--- config.mk ---
export PLATFORM = sky130hd
export DESIGN_NAME = mips16_muldiv
export DESIGN_NICKNAME = d
export VERILOG_FILES = /design/src/rtl/mips16_muldiv.sv
export SDC_FILE = /design/constraint.sdc
export NUM_CORES = 1
export LEC_CHECK = 0
export ABC_AREA = 0
export ABC_CLOCK_PERIOD_IN_PS = 5000
export BUFFER_PORTS_ARGS = -buffer_cell sky130_fd_sc_hd__buf_2
export CORE_MARGIN = 5
export CORE_UTILIZATION = 61
export CTS_CLUSTER_SIZE = 10
export DETAILED_ROUTE_END_ITERATION = 12
export PLACE_DENSITY = 0.82
export SLEW_MARGIN = 20
export SYNTH_ARGS = -nofsm -noshare
export SYNTH_HDL_FRONTEND = slang
export SYNTH_SLANG_ARGS = --single-unit
--- constraint.sdc ---
create_clock -name clock -period 5 [get_ports clock]
set_input_delay 0 -clock clock [delete_from_list [all_inputs] [get_ports clock]]
set_output_delay 0 -clock clock [all_outputs]
set_load 0.02 [all_outputs]
--- src/rtl/mips16_muldiv.sv ---
// Iterative multiply/divide unit for the MIPS16 HI/LO registers.
// One shift-add or restoring-subtract step per clock, fixed WIDTH-cycle latency.
module mips16_muldiv #(
  parameter int WIDTH = 16
) (
  input  logic             clock,
  input  logic             reset,
  input  logic             start,
  input  logic [1:0]       op,
  input  logic [WIDTH-1:0] a,
  input  logic [WIDTH-1:0] b,
  output logic [WIDTH-1:0] hi,
  output logic [WIDTH-1:0] lo,
  output logic             busy,
  output logic             ready,
  output logic             div_by_zero
);

  localparam int CW = $clog2(WIDTH);

  typedef enum logic [1:0] {S_IDLE, S_RUN, S_DONE} state_t;

  state_t             state_q, state_d;
  logic [CW-1:0]      count_q;
  logic               is_div_q, sa_q, sb_q, dbz_q;
  logic [WIDTH-1:0]   opnd_q;
  logic [2*WIDTH-1:0] work_q;
  logic [WIDTH-1:0]   hi_q, lo_q;

  logic               sa_in, sb_in, last;
  logic [WIDTH-1:0]   abs_a, abs_b;
  logic [WIDTH:0]     mul_sum, div_shift, div_trial;
  logic [2*WIDTH-1:0] mul_next, div_next, step;
  logic [WIDTH-1:0]   res_hi, res_lo;

  assign sa_in = op[0] & a[WIDTH-1];
  assign sb_in = op[0] & b[WIDTH-1];
  assign abs_a = sa_in ? -a : a;
  assign abs_b = sb_in ? -b : b;
  assign last  = (count_q == CW'(WIDTH - 1));

  // Multiply: work = {accumulator, remaining multiplier bits}, shifted right each step.
  assign mul_sum  = {1'b0, work_q[2*WIDTH-1:WIDTH]} + (work_q[0] ? {1'b0, opnd_q} : '0);
  assign mul_next = {mul_sum, work_q[WIDTH-1:1]};

  // Divide: work = {partial remainder, dividend bits / quotient bits}, shifted left each step.
  assign div_shift = {work_q[2*WIDTH-1:WIDTH], work_q[WIDTH-1]};
  assign div_trial = div_shift - {1'b0, opnd_q};

  always_comb begin
    if (!div_trial[WIDTH]) begin
      div_next = {div_trial[WIDTH-1:0], work_q[WIDTH-2:0], 1'b1};
    end else begin
      div_next = {div_shift[WIDTH-1:0], work_q[WIDTH-2:0], 1'b0};
    end
    step = is_div_q ? div_next : mul_next;
  end

  always_comb begin
    res_hi = step[2*WIDTH-1:WIDTH];
    res_lo = step[WIDTH-1:0];
    if (is_div_q) begin
      if (sa_q ^ sb_q) res_lo = -step[WIDTH-1:0];
      if (sa_q)        res_hi = -step[2*WIDTH-1:WIDTH];
    end else if (sa_q ^ sb_q) begin
      {res_hi, res_lo} = -step;
    end
  end

  always_comb begin
    state_d = state_q;
    case (state_q)
      S_IDLE:  if (start) state_d = S_RUN;
      S_RUN:   if (last)  state_d = S_DONE;
      S_DONE:  state_d = S_IDLE;
      default: state_d = S_IDLE;
    endcase
  end

  always_ff @(posedge clock) begin
    if (reset) begin
      state_q  <= S_IDLE;
      count_q  <= '0;
      is_div_q <= 1'b0;
      sa_q     <= 1'b0;
      sb_q     <= 1'b0;
      dbz_q    <= 1'b0;
      opnd_q   <= '0;
      work_q   <= '0;
      hi_q     <= '0;
      lo_q     <= '0;
    end else begin
      state_q <= state_d;
      case (state_q)
        S_IDLE: begin
          if (start) begin
            is_div_q <= op[1];
            sa_q     <= sa_in;
            sb_q     <= sb_in;
            count_q  <= '0;
            dbz_q    <= op[1] && (b == '0);
            opnd_q   <= op[1] ? abs_b : abs_a;
            work_q   <= {{WIDTH{1'b0}}, (op[1] ? abs_a : abs_b)};
          end
        end
        S_RUN: begin
          work_q  <= step;
          count_q <= count_q + 1'b1;
          if (last) begin
            hi_q <= res_hi;
            lo_q <= res_lo;
          end
        end
        default: ;
      endcase
    end
  end

  assign hi          = hi_q;
  assign lo          = lo_q;
  assign busy        = (state_q != S_IDLE);
  assign ready       = (state_q == S_DONE);
  assign div_by_zero = (state_q == S_DONE) && dbz_q;

endmodule
==> results.md, run 1 <==
- portion of total power attributed to sequential cells: 35.9%
- Initial Utilization: 61.9%
- number of failing setup endpoints in the final timing report: 0
- sequential area share after synthesis: 24.3%
- Total Routing Usage GR: 27.9%
- Die Span X: 120 um
- count of H-tree levels built during CTS: 3
- Sw Ratio: 33.5%
- CTS max path bufs: 2
- min-delay worst type: in2reg
- type of the worst setup path: reg2reg
- layout overhead on the synthesized area: 10.0%
- #FFs+latches synth: 90
- status: finished, final reports clean
- violation count after the first detailed-route iteration: 541
- Die Span Y: 120 um
- worst setup timing slack at the placement stage: 0.562 ns
- leakage power figure: 3.34 nW
- top_reg_cell synth: sky130_fd_sc_hd__dfxtp_1
- detail-routed net length per standard cell: 17.1 um
- DP HPWL: 15.3 mm
- setup repair after global routing missed its margin: no
- Post-Route WL: 20.1 mm
- worst path arrival time: 4.80 ns
- area of all placed cells without fillers: 8140 um2
- period utilisation layout: 90.4%
- worst supply voltage drop on vdd: 0.355 mV
- max cap viols: 0
- longest individual stage delay on the worst path: 0.41 ns
- slew margin rel.: 39.8%
- Min Hold Slack: 0.00717 ns
- overall power of the completed layout: 2.17 mW
- first-pass GRT wire length: 32.8 mm
- Critical R2R Launch: work_q[15]
- TritonCTS clock tree: done
- cells along the critical path: inv_1, ha_1, fa_1, nand2b_1, a21oi_2, o31a_4, a21boi_4, a211oi_2, a21oi_1, inv_1, ha_1, nand2_1, nor3_1, nand2_1, o21ai_0, inv_1, a211oi_1, o211ai_1, a22oi_1, xnor2_1, nand2_1, a21oi_1
- endpoint kind of the worst setup timing path: flip-flop
- Cells after Synth: 984
- Worst Hold Launch: b[15]
- total vias in the final route: 7,250
- count of final hold-check violations: 0
- Post-Syn Nets: 1,060
- net switching power: 726 uW
- fraction of registers with async set or reset after synthesis: 0%
- standard cell area after detailed placement: 7820 um2
- total of warnings raised by yosys: 0
- clock sink count: 90
- Internal Pwr Total: 1.44 mW
- required time at the endpoint of the critical path: 5.28 ns
- highest achievable clock rate: 221 MHz
- nets@finish: 1,104
- Slew Viols, Final: 0
- final weighted congestion of routability-driven global placement: 0.940
- antenna-violating nets left: 0
- Clk pwr share: 34.3%
- ranking of synthesized cells by area: sky130_fd_sc_hd__dfxtp_1 24%, sky130_fd_sc_hd__a21oi_1 6.8%, sky130_fd_sc_hd__nand2_1 6.3%
- number of buffer cells added on primary ports: 71
- Worst path slowest cell: sky130_fd_sc_hd__fa_1
- Reg clk slew, reported paths: 0.06 ns
- buffer cell driving the clock tree root: sky130_fd_sc_hd__clkbuf_16
- combinational cell fraction of total power: 29.8%
- number of different library cells in the post-synthesis netlist: 81
- number of detailed-routing iterations run before antenna repair: 5
- ant diodes: 0
- number of gates resized after cts: 0
- setup TNS: 0 ns
- postcts setup bufs: 0
- cell taking the most area after synthesis: sky130_fd_sc_hd__dfxtp_1
- maximum number of pins on one net before global-route repair: 52
- Crit. Startpoint: work_q[15]
- overflow left after global routing: 0
- Max Clock Skew: 0.00733 ns
- Placeable Area: 12,000 um2
- slew at the pin with the worst max-slew slack: 0.897 ns
- I/O pin total: 72
- DRC violations left: 0
- number of CTS-inserted buffers: 9
- cell area power density: 266 nW/um2
- Crit Path Max Fanout: 8
- Die Area: 14,400 um2
- mean instance size in the synthesized netlist: 7.52 um2
- initial antenna violation count: 0
- CP Launch Type: flip-flop
- number of buffers inserted for hold repair after clock tree synthesis: 0
- worst setup slack after layout: 0.480 ns
- time the worst path needs with I/O delays and setup: 4.52 ns
- fraction of final layout cells sized beyond drive strength 1: 14.4%
- clock latency of the later-clocked register in the worst-skew pair: 0.35 ns
- share of the synthesized area in the top cell type: 24.3%
- number of global-route vias before repair: 6,745
- Post-synth EDFFs: 0
- mean number of vias per cell: 6.14
- Row Count: 40
- area of the mapped netlist: 7400 um2
per-stage QoR:
step	util [%]	cells
after floorplan	-	984
after global placement	65.3	1164
after detailed placement	65.3	1164
after CTS	68.1	1180
after global routing	68.1	1180
final	68.1	1180
worst max-delay path, delay by kind of cell, from the launching register on:
family          cells  cell delay [ns]
simple gates        5             0.72
compound gates     10             2.17
buf+inv             3             0.27
xor+xnor            1             0.14
fa+ha+maj           3             0.80
flops               1             0.32
cell usage in the layout (no fill, tap or decap), types with 5 or more instances in the layout:
cell type                   synthesis  routed
sky130_fd_sc_hd__nor4_1             5       5
sky130_fd_sc_hd__nor3_1            17      17
sky130_fd_sc_hd__a31oi_1            8       8
sky130_fd_sc_hd__and2_1            25      24
sky130_fd_sc_hd__o31ai_1            5       5
sky130_fd_sc_hd__mux2_2            13      13
sky130_fd_sc_hd__a21oi_1          101     101
sky130_fd_sc_hd__a2111oi_0          8       8
sky130_fd_sc_hd__nand3_1           13      13
sky130_fd_sc_hd__or3_1              6       6
sky130_fd_sc_hd__nand2b_1          17      17
sky130_fd_sc_hd__a221oi_1           7       7
sky130_fd_sc_hd__o21ai_0           45      45
sky130_fd_sc_hd__o41ai_1            6       6
sky130_fd_sc_hd__xnor2_1           47      47
sky130_fd_sc_hd__inv_1             33      33
sky130_fd_sc_hd__mux2i_1           19      19
sky130_fd_sc_hd__buf_4              1       9
sky130_fd_sc_hd__clkbuf_16          0       9
sky130_fd_sc_hd__dfxtp_1           90      89
sky130_fd_sc_hd__nor2b_1            8       8
sky130_fd_sc_hd__a22o_1            10      10
sky130_fd_sc_hd__buf_2              7      71
sky130_fd_sc_hd__a22oi_1            8       8
sky130_fd_sc_hd__xor2_1            29      29
sky130_fd_sc_hd__a21o_1            11      11
sky130_fd_sc_hd__a211oi_1          19      19
sky130_fd_sc_hd__nand2_1          125     125
sky130_fd_sc_hd__o211ai_1          25      25
sky130_fd_sc_hd__nor2_1           118     116
sky130_fd_sc_hd__ha_1              37      37
cell families (layout without fill, tap and decap cells):
group / Yosys count / after routing / share of synthesized area, %
AOI/OAI and AO/OA: 298 / 298 / 27.5
xor gates and xnor gates: 76 / 76 / 8.99
adders and majority gates: 39 / 39 / 6.80
buffers and inverters: 82 / 131 / 4.43
DFF: 90 / 90 / 24.3
muxes: 36 / 36 / 5.29
and+or+nand+nor: 363 / 363 / 22.7
registers in the layout, indices dropped and copies added (netlist names):
register / cells
state_q: 2
is_div_q: 1
dbz_q: 1
hi: 16
work_q: 32
lo: 16
sa_q: 1
opnd_q: 16
count_q: 4
sb_q: 1
area by class of cell:
cell class / instances / area [um2]
fillers: 1042 / 3820
clock inverters: 7 / 98.8
clock buffers: 9 / 225
flip-flops and latches: 90 / 1800
inverters: 35 / 131
multi-input cells: 812 / 5280
repair buffers: 80 / 423
well taps: 147 / 184
power by group through the flow:
stage / registers [mW] / logic, mW / clock network [mW]
2_1_floorplan: 0.776 / 0.499 / 0
3_3_place_gp: 0.791 / 0.623 / 0
3_5_place_dp: 0.792 / 0.632 / 0
4_1_cts: 0.776 / 0.636 / 0.747
5_1_grt: 0.781 / 0.710 / 0.775
6_report: 0.777 / 0.646 / 0.744
final timing paths:
| kind | endpoint | slack (ns) | depth (start not counted) |
|---|---|---|---|
| hold / removal | dbz_q | 0.007 | 4 |
| setup reg to reg | hi[10] | 0.48 | 22 |
| hold reg to reg | lo[14] | 0.45 | 2 |
| setup / recovery | hi[10] | 0.48 | 22 |
cell usage after synthesis (19+ instances only):
cell type and number:
sky130_fd_sc_hd__a21oi_1 101, sky130_fd_sc_hd__a211oi_1 19, sky130_fd_sc_hd__mux2i_1 19, sky130_fd_sc_hd__dfxtp_1 90
sky130_fd_sc_hd__o211ai_1 25, sky130_fd_sc_hd__inv_1 33, sky130_fd_sc_hd__xnor2_1 47, sky130_fd_sc_hd__ha_1 37
sky130_fd_sc_hd__clkbuf_1 36, sky130_fd_sc_hd__o21ai_0 45, sky130_fd_sc_hd__nand2_1 125, sky130_fd_sc_hd__and2_1 25
sky130_fd_sc_hd__xor2_1 29, sky130_fd_sc_hd__nor2_1 118
layer usage:
metal	vias up	part of all wire, %	wire (um)	track usage (%)
met4	0	4.8	968	13.7
met2	251	48	9580	46.9
met5	-	0	0	0
li1	3614	-	-	-
met1	3321	42	8550	34.9
met3	64	5.2	1050	3.96
Note: power is estimated with default switching activity, not from simulation.
==> run 2: changes to the inputs <==
Settings changed: BUFFER_PORTS_ARGS -buffer_cell sky130_fd_sc_hd__buf_2 to -buffer_cell sky130_fd_sc_hd__buf_4.
==> run 2 against run 1 <==
Against the previous run:
- design area up 2.2%
- power down 0.86%
- cell count up 0.17%
- highest routed layer unchanged
- critical endpoint is now hi[14]
- clock-buffer cell count up 1
==> results.md, run 2 (synthesis results as in run 1) <==
- cell area power density: 258 nW/um2
- DRC violations left: 0
- Multi-input gate area: 5280 um2
- standard cell area after detailed placement: 8000 um2
- CP Launch Type: flip-flop
- required time at the endpoint of the critical path: 5.26 ns
- setup TNS: 0 ns
- Internal Pwr Total: 1.42 mW
- number of global-route vias before repair: 6,889
- number of gates resized after cts: 0
- Crit Path Max Fanout: 8
- highest achievable clock rate: 220 MHz
- count of final hold-check violations: 0
- final weighted congestion of routability-driven global placement: 0.918
- overall power of the completed layout: 2.15 mW
- setup repair after global routing missed its margin: no
- combinational cell fraction of total power: 30.7%
- time the worst path needs with I/O delays and setup: 4.55 ns
- met2 wirelength from detailed routing: 9.91 mm
- max cap viols: 0
- Filler Cell Count: 1,016
- number of flip-flops in the largest register: 32
- Sw Ratio: 34.0%
- initial antenna violation count: 0
- TritonCTS clock tree: done
- DP HPWL: 15.5 mm
- Reg clk slew, reported paths: 0.07 ns
- leakage power figure: 3.37 nW
- postcts setup bufs: 0
- CTS max path bufs: 2
- net switching power: 731 uW
- number of detailed-routing iterations run before antenna repair: 5
- Die Span Y: 120 um
- Row Count: 40
- maximum number of pins on one net before global-route repair: 77
- type of the worst setup path: reg2reg
- routed metal-1 wirelength: 8.55 mm
- status: finished, final reports clean
- area of all placed cells without fillers: 8330 um2
- Die Area: 14,400 um2
- Biggest register: work_q
- count of H-tree levels built during CTS: 3
- Die Span X: 120 um
- I/O pin total: 72
- Initial Utilization: 61.9%
- antenna-violating nets left: 0
- r2r setup slk: 0.45 ns
- number of CTS-inserted buffers: 9
- Total Routing Usage GR: 28.2%
- detail-routed net length per standard cell: 17.2 um
- most common cell after layout, fill and taps aside: sky130_fd_sc_hd__nand2_1
- clock sink count: 90
- overflow left after global routing: 0
- slew at the pin with the worst max-slew slack: 0.976 ns
- slew margin rel.: 34.5%
- layout overhead on the synthesized area: 12.5%
- buffer cell driving the clock tree root: sky130_fd_sc_hd__clkbuf_16
- portion of total power attributed to sequential cells: 36.2%
- worst supply voltage drop on vdd: 0.177 mV
- Post-Route WL: 20.3 mm
- worst path arrival time: 4.81 ns
- violation count after the first detailed-route iteration: 516
- sum of met3 wire segment lengths after detailed routing: 983 um
- number of buffers inserted for hold repair after clock tree synthesis: 1
- Placeable Area: 12,000 um2
- ant diodes: 0
- number of failing setup endpoints in the final timing report: 0
- number of buffer cells added on primary ports: 71
- total vias in the final route: 7,324
- endpoint kind of the worst setup timing path: flip-flop
- first-pass GRT wire length: 33.3 mm
- mean number of vias per cell: 6.20
- period utilisation layout: 91.0%
- clock latency of the later-clocked register in the worst-skew pair: 0.35 ns
- Storage cell area: 1800 um2
- most used cells in the layout excluding fill and tap cells: 125 x sky130_fd_sc_hd__nand2_1, 116 x sky130_fd_sc_hd__nor2_1, 101 x sky130_fd_sc_hd__a21oi_1
- nets@finish: 1,106
- Slew Viols, Final: 0
- Clk pwr share: 33.1%
- min-delay worst type: in2reg
- highest metal used: met4
- fraction of final layout cells sized beyond drive strength 1: 14.4%
- Max Clock Skew: 0.0105 ns
## run 2: per-layer routing
| metal | global-route usage [%] | vias up |
|---|---|---|
| li1 | - | 3619 |
| met3 | 4.10 | 56 |
| met1 | 35.0 | 3412 |
| met4 | 13.8 | 0 |
| met2 | 47.8 | 237 |
| met5 | 0 | - |
## run 2: power by group through the flow
stage / clock network [mW] / registers [mW] / logic, mW
finish: 0.712 / 0.777 / 0.659
global route: 0.748 / 0.781 / 0.721
CTS: 0.714 / 0.776 / 0.649
detailed placement: 0 / 0.793 / 0.642
global placement: 0 / 0.792 / 0.632
floorplan: 0 / 0.776 / 0.499
## run 2: critical path: stages, from the launching register on
cell                       delay, ns
sky130_fd_sc_hd__dfxtp_1        0.32
sky130_fd_sc_hd__inv_1          0.06
sky130_fd_sc_hd__ha_1           0.20
sky130_fd_sc_hd__fa_1           0.41
sky130_fd_sc_hd__nand2b_1       0.19
sky130_fd_sc_hd__a21oi_2        0.24
sky130_fd_sc_hd__o31a_4         0.23
sky130_fd_sc_hd__a21boi_4       0.09
sky130_fd_sc_hd__a211oi_2       0.27
sky130_fd_sc_hd__a21oi_1        0.18
sky130_fd_sc_hd__inv_1          0.10
sky130_fd_sc_hd__ha_1           0.22
sky130_fd_sc_hd__nand2_1        0.11
sky130_fd_sc_hd__nor3_1         0.29
sky130_fd_sc_hd__nand2_1        0.14
sky130_fd_sc_hd__o21ai_0        0.31
sky130_fd_sc_hd__inv_1          0.11
sky130_fd_sc_hd__a211oi_1       0.25
sky130_fd_sc_hd__o211ai_1       0.17
sky130_fd_sc_hd__a21oi_1        0.19
sky130_fd_sc_hd__xor2_1         0.16
sky130_fd_sc_hd__nand2_1        0.07
sky130_fd_sc_hd__a21oi_1        0.17
## run 2: path summary, 6_finish.rpt
kind	depth (start not counted)	endpoint	from
min	5	dbz_q	b[14]
max	22	hi[14]	work_q[15]
max reg2reg	22	hi[14]	work_q[15]
min reg2reg	2	hi[5]	hi[5]
## run 2: area by class of cell
class,instances,share of cell area (%)
clock buffers,10,2.87
clock inverters,6,0.872
inverters,35,1.58
multi-input cells,812,63.4
flip-flops and latches,90,21.7
well taps,147,2.21
repair buffers,82,7.42
## run 2: through the flow
step	setup slack (ns)	hold slack [ns]	utilization, %	instances
final	0.450	0.0754	69.6	1182
after global routing	0.0616	0.125	69.6	1182
after CTS	0.466	0.0716	69.6	1182
after detailed placement	0.607	0.349	66.9	1165
after global placement	0.740	0.347	66.9	1165
after floorplan	0.972	0.202	-	984
